**config.mk**
```make
export PLATFORM = sky130hd
export DESIGN_NAME = shift_sequencer_flat
export DESIGN_NICKNAME = d
export VERILOG_FILES = /design/src/rtl/shift_sequencer_if.sv /design/src/rtl/shift_sequencer.sv /design/src/flat_wrapper.sv
export SDC_FILE = /design/constraint.sdc
export NUM_CORES = 1
export LEC_CHECK = 0
export ABC_AREA = 1
export CORE_MARGIN = 2
export CORE_UTILIZATION = 42
export CTS_CLUSTER_DIAMETER = 200
export DETAILED_ROUTE_END_ITERATION = 6
export GPL_TIMING_DRIVEN = 1
export PLACE_DENSITY_LB_ADDON = 0.12
export SLEW_MARGIN = 30
export SYNTH_ARGS = -nofsm -noshare
export SYNTH_HDL_FRONTEND = slang
export SYNTH_SLANG_ARGS = --single-unit
```
**constraint.sdc**
```tcl
create_clock -name clk -period 1.42 [get_ports clk]
set_input_delay 0.213 -clock clk [delete_from_list [all_inputs] [get_ports clk]]
set_output_delay 0.213 -clock clk [all_outputs]
set_load 0.1 [all_outputs]
```
**src/rtl/shift_sequencer_if.sv**
```systemverilog
// Handshake and shifter-control bundle between the sequencer and its
// requester / controlled ls74194-style shift register.
interface shift_sequencer_if #(parameter int WIDTH = 4);
  logic             start;
  logic             clr_req;
  logic [WIDTH-1:0] data_in;
  logic             dir;
  logic [2:0]       amount;
  logic [1:0]       fill;
  logic [WIDTH-1:0] q_fb;
  logic [1:0]       s;
  logic [WIDTH-1:0] p;
  logic             sil;
  logic             sir;
  logic             clear_n;
  logic             busy;
  logic             done;
  logic [WIDTH-1:0] result;

  modport master (
    output start, clr_req, data_in, dir, amount, fill, q_fb,
    input  s, p, sil, sir, clear_n, busy, done, result
  );

  modport slave (
    input  start, clr_req, data_in, dir, amount, fill, q_fb,
    output s, p, sil, sir, clear_n, busy, done, result
  );
endinterface

```
**src/rtl/shift_sequencer.sv**
```systemverilog
// Sequencer driving a 4-mode universal shift register: clear, load, shift N, report.
//
// state | meaning
// CLR   | clear_n low for one cycle, register forced to zero
// IDLE  | waiting for clr_req or start
// LOAD  | parallel load of captured operand (s=11)
// SHIFT | shift for the captured amount, counted down
// DONE  | one-cycle done pulse, result mirrors q_fb
module shift_sequencer #(
  parameter int WIDTH = 4
) (
  input logic               clk,
  input logic               rst,
  shift_sequencer_if.slave  bus
);

  typedef enum logic [2:0] {
    ST_CLR   = 3'd0,
    ST_IDLE  = 3'd1,
    ST_LOAD  = 3'd2,
    ST_SHIFT = 3'd3,
    ST_DONE  = 3'd4
  } state_t;

  state_t           state_q, state_d;
  logic [2:0]       cnt_q, cnt_d;
  logic [WIDTH-1:0] data_q, data_d;
  logic             dir_q, dir_d;
  logic [1:0]       fill_q, fill_d;

  always_comb begin
    state_d = state_q;
    cnt_d   = cnt_q;
    data_d  = data_q;
    dir_d   = dir_q;
    fill_d  = fill_q;
    case (state_q)
      ST_CLR:  state_d = ST_IDLE;
      ST_IDLE: begin
        // clr_req has priority; a simultaneous start is dropped
        if (bus.clr_req) begin
          state_d = ST_CLR;
        end else if (bus.start) begin
          data_d  = bus.data_in;
          dir_d   = bus.dir;
          fill_d  = bus.fill;
          cnt_d   = bus.amount;
          state_d = ST_LOAD;
        end
      end
      ST_LOAD:  state_d = (cnt_q != 3'd0) ? ST_SHIFT : ST_DONE;
      ST_SHIFT: begin
        cnt_d = cnt_q - 3'd1;
        if (cnt_q == 3'd1) state_d = ST_DONE;
      end
      ST_DONE:  state_d = ST_IDLE;
      default:  state_d = ST_CLR;
    endcase
  end

  always_ff @(posedge clk) begin
    if (rst) begin
      state_q <= ST_CLR;
      cnt_q   <= 3'd0;
      data_q  <= '0;
      dir_q   <= 1'b0;
      fill_q  <= 2'b00;
    end else begin
      state_q <= state_d;
      cnt_q   <= cnt_d;
      data_q  <= data_d;
      dir_q   <= dir_d;
      fill_q  <= fill_d;
    end
  end

  always_comb begin
    bus.s       = 2'b00;
    bus.clear_n = (state_q != ST_CLR);
    bus.busy    = (state_q != ST_IDLE);
    bus.done    = (state_q == ST_DONE);
    bus.result  = (state_q == ST_DONE) ? bus.q_fb : '0;
    bus.p       = data_q;
    bus.sil     = 1'b0;
    bus.sir     = 1'b0;
    case (state_q)
      ST_LOAD:  bus.s = 2'b11;
      ST_SHIFT: begin
        bus.s = dir_q ? 2'b01 : 2'b10;
        // only the serial input on the active side is ever non-zero
        case (fill_q)
          2'b01: begin
            bus.sir = dir_q;
            bus.sil = ~dir_q;
          end
          2'b10: begin
            bus.sir = dir_q & bus.q_fb[0];
            bus.sil = ~dir_q & bus.q_fb[WIDTH-1];
          end
          2'b11: bus.sir = dir_q & bus.q_fb[WIDTH-1];
          default: ;
        endcase
      end
      default: ;
    endcase
  end

endmodule
```
**src/flat_wrapper.sv**
```systemverilog
// flat-port wrapper written by rule: the top's interface ports become plain ports
module shift_sequencer_flat 
#(
  parameter int WIDTH = 4
)
  (clk, rst, bus_start, bus_clr_req, bus_data_in, bus_dir, bus_amount, bus_fill, bus_q_fb, bus_s, bus_p, bus_sil, bus_sir, bus_clear_n, bus_busy, bus_done, bus_result);
  shift_sequencer_if #(.WIDTH(WIDTH)) bus_i ();
  input logic clk;
  input logic rst;
  input wire logic [$bits(bus_i.start)-1:0] bus_start;
  input wire logic [$bits(bus_i.clr_req)-1:0] bus_clr_req;
  input wire logic [$bits(bus_i.data_in)-1:0] bus_data_in;
  input wire logic [$bits(bus_i.dir)-1:0] bus_dir;
  input wire logic [$bits(bus_i.amount)-1:0] bus_amount;
  input wire logic [$bits(bus_i.fill)-1:0] bus_fill;
  input wire logic [$bits(bus_i.q_fb)-1:0] bus_q_fb;
  output wire logic [$bits(bus_i.s)-1:0] bus_s;
  output wire logic [$bits(bus_i.p)-1:0] bus_p;
  output wire logic [$bits(bus_i.sil)-1:0] bus_sil;
  output wire logic [$bits(bus_i.sir)-1:0] bus_sir;
  output wire logic [$bits(bus_i.clear_n)-1:0] bus_clear_n;
  output wire logic [$bits(bus_i.busy)-1:0] bus_busy;
  output wire logic [$bits(bus_i.done)-1:0] bus_done;
  output wire logic [$bits(bus_i.result)-1:0] bus_result;
  assign bus_i.start = bus_start;
  assign bus_i.clr_req = bus_clr_req;
  assign bus_i.data_in = bus_data_in;
  assign bus_i.dir = bus_dir;
  assign bus_i.amount = bus_amount;
  assign bus_i.fill = bus_fill;
  assign bus_i.q_fb = bus_q_fb;
  assign bus_s = bus_i.s;
  assign bus_p = bus_i.p;
  assign bus_sil = bus_i.sil;
  assign bus_sir = bus_i.sir;
  assign bus_clear_n = bus_i.clear_n;
  assign bus_busy = bus_i.busy;
  assign bus_done = bus_i.done;
  assign bus_result = bus_i.result;
  shift_sequencer #(.WIDTH(WIDTH)) u_core (.clk(clk), .rst(rst), .bus(bus_i));
endmodule
```
==> results of run 1 <==
## logic make-up (layout without fill, tap and decap cells)
kind of cell | count (synthesis) | count (layout) | synth area share [%]
flops | 13 | 13 | 31.8
fa+ha+maj | 7 | 7 | 10.7
buf+inv | 24 | 74 | 11.2
compound gates | 18 | 18 | 11.3
simple gates | 69 | 69 | 35.0
## through the flow
step	instances	total power [uW]	hold WS [ns]	util [%]	TNS (ns)
after floorplan	131	860	0.278	-	-3.63
after global placement	193	1100	0.473	81.0	-0.134
after detailed placement	193	1120	0.485	81.0	-0.514
after CTS	204	1430	0.496	89.5	-1.62
after global routing	206	1590	0.523	92.6	-3.39
final	206	1560	0.517	92.6	-2.78
## cell usage in the layout, fill, tap and decap left out, types with 3 or more instances in the layout
cell             count
buf_12              15
buf_4               14
clkbuf_4             3
clkdlybuf4s50_1     17
dfxtp_1              8
dfxtp_4              4
ha_1                 3
ha_4                 4
inv_1               14
inv_2                5
inv_4                3
nand2_1             23
nor2_1              23
nor2_2               5
nor2_4               8
o21ai_0              9
## worst max-delay path, delay by kind of cell (launching register included)
family        cells  cell delay, ns
simple gates      3            0.40
flops             1            0.38
buf+inv           3            0.47
## Yosys cell counts (all sizes together)
cell type	count
a21oi	6
ha	7
clkinv	1
dfxtp	13
a21o	1
nor3	3
nand2	27
nor2	36
inv	23
nand3	3
o21ai	11
## sequential cells by signal (all words and copies together) (netlist names)
signal and flops:
u_core.fill_q 2, u_core.bus.p 4, u_core.cnt_q 3, u_core.dir_q 1, u_core.state_q 3
## power breakdown
part	internal, uW	leakage (uW)	switching, uW
Sequential	398	0.000109	47.2
Clock	109	0.0000150	134
Combinational	326	0.000586	542
## timing repair
action                                  4_1_cts  5_1_grt
hold endpoints to repair                      0        0
pin swaps                                     7        2
setup buffers                                 7        2
endpoints found under the setup margin       10       20
resized for setup                            23       11
## cell type report
type,count,area (um2)
Inverter,24,105
Sequential cell,13,277
Tap cell,25,31.3
Multi-Input combinational cell,94,636
Fill cell,64,133
Timing Repair Buffer,46,576
Clock buffer,4,26.3
## final timing paths
check	slack [ns]	start	endpoint
worst max register to register	-0.09	u_core.state_q[0]	u_core.cnt_q[1]
worst min-delay path	0.52	u_core.cnt_q[2]	u_core.cnt_q[2]
worst min register to register	0.52	u_core.cnt_q[2]	u_core.cnt_q[2]
worst max-delay path	-0.33	u_core.state_q[1]	bus_result[1]
## layer usage
layer | vias to the layer above | GRT usage [%] | share of wire (%)
li1 | 502 | - | -
met1 | 520 | 33.0 | 32
met2 | 124 | 54.5 | 51
met3 | 28 | 4.81 | 12
met4 | 0 | 15.7 | 5.2
met5 | - | 0 | 0
==> run_results.csv, run 1 <==
group,metric,value,unit
sta,rsz0062_at_grt,"true",
synth,netlist_instances,131,
route,vias,1174,
critical_path,critPathCaptureType,"output pin",
floorplan,die_area,2320,um2
sta,tightest_slew,0.504,ns
worst_hold_path,worstHoldPathCells,2,
sta,clock_skew,0.0123,ns
grt,grt.overflow.total,0,
placement,port_buffers,32,
critical_path,cp.arrival,1.53,ns
synth,synth_nets,156,
route,drc_errors,0,
synth,yosysSeqAreaShare,31.8,%
route,wl_per_cell,20.1,um
synth,synth_cell_types,14,
floorplan,die-height,48.1,um
critical_path,worstPathRequired,1.21,ns
cts,clk_pin_slew,0.09,ns
grt,grt_usage,30.0,%
sta,fmax,0.572,GHz
critical_path,cpMostUsedCell,"nor2_4",
synth,syn_area_per_cell,6.25,um2
route,drtPass1Iterations,5,
cts,numCtsBuffers,3,
run_status,violations,"negative setup slack",
synth,synth_top_area_share,31.8,%
floorplan,rows,15,
floorplan,core-area,1780,um2
cts,tritoncts,"yes",
sta,final_hold_viol_count,0,
route,via_per_inst,5.70,
cells_and_area,nets,207,
synth,ys.warnings.count,0,
sta,setup_viol,18,
cts,cts_max_level,1,
floorplan,pin_count,33,
cts,hold_buffers,0,
sta,drv_slew,0,
sta,fin_ws,-0.328,ns
cells_and_area,post-route-cell-area,1650,um2
grt,grt_pass1_vias,1025,
grt,grt_pass1_wl,4650,um
synth,yosys.area.top_type,"dfxtp_1",
route,routed_wl,4140,um
route,drtIter0Drc,76,
cells_and_area,synthToLayoutAreaGrowth,102,%
cells_and_area,antenna_cells,0,
route,ant_nets,0,
power_and_ir_drop,power_density,943,nW/um2
sta,fin_crit_sh,123,%
worst_hold_path,hp-class,"reg2reg",
critical_path,path_max_fanout,6,
power_and_ir_drop,ir_drop,0.813,mV
placement,post-place-ws,-0.184,ns
placement,dp_hpwl,1870,um
cells_and_area,drive_above_1_share,40.9,%
synth,synth_area_leaders,"dfxtp_1 32%, nor2_1 16%, nand2_1 11%",
job,drv_cap,0,
critical_path,cp_slowest_cell,"dfxtp_4",
critical_path,reg2reg_depth,7,
synth,synth_seq_cells,13,
placement,dpl_cell_area,1440,um2
synth,syn_area,818,um2
power_and_ir_drop,p_leak,0.000711,uW
critical_path,worst_setup_path_start_kind,"flop",
sta,min_period,1.75,ns
cts,insertion_delay,0.29,ns
critical_path,path_class,"reg2out",
sta,slew-limit-headroom,66.0,%
floorplan,start_util,45.9,%
grt,grt_max_degree,11,
critical_path,critical_path.max_stage_delay,0.38,ns
cts,cts_buffer_depth,2,
cts,clockRootBuffer,"clkbuf_4",
floorplan,die_w,48.1,um
run_status,status,"finished, violations left",
placement,place_congestion,0.820,
critical_path,cp_cell_sequence,"nor2_4 -> inv_2 -> nor2_4 -> clkinvlp_4 -> nor2_4 -> buf_12",
grt,antenna_found_initial,0,
cts,cts.sinks,13,
Note: power is estimated with default switching activity, not from simulation.
==> inputs of run 2 (changes only) <==
--- a/config.mk
+++ b/config.mk
@@ -8,7 +8,7 @@
 export ABC_AREA = 1
 export CORE_MARGIN = 2
 export CORE_UTILIZATION = 42
-export CTS_CLUSTER_DIAMETER = 200
+export CTS_CLUSTER_DIAMETER = 100
 export DETAILED_ROUTE_END_ITERATION = 6
 export GPL_TIMING_DRIVEN = 1
 export PLACE_DENSITY_LB_ADDON = 0.12
==> results of run 2 <==
Same layout as run 1: the final DEF is identical, and so are final timing and power.
==> inputs of run 3 (changes only) <==
--- a/config.mk
+++ b/config.mk
@@ -12,7 +12,7 @@
 export DETAILED_ROUTE_END_ITERATION = 6
 export GPL_TIMING_DRIVEN = 1
 export PLACE_DENSITY_LB_ADDON = 0.12
-export SLEW_MARGIN = 30
+export SLEW_MARGIN = 25
 export SYNTH_ARGS = -nofsm -noshare
 export SYNTH_HDL_FRONTEND = slang
 export SYNTH_SLANG_ARGS = --single-unit
==> results of run 3 <==
Same layout as run 1: the final DEF is identical, and so are final timing and power.
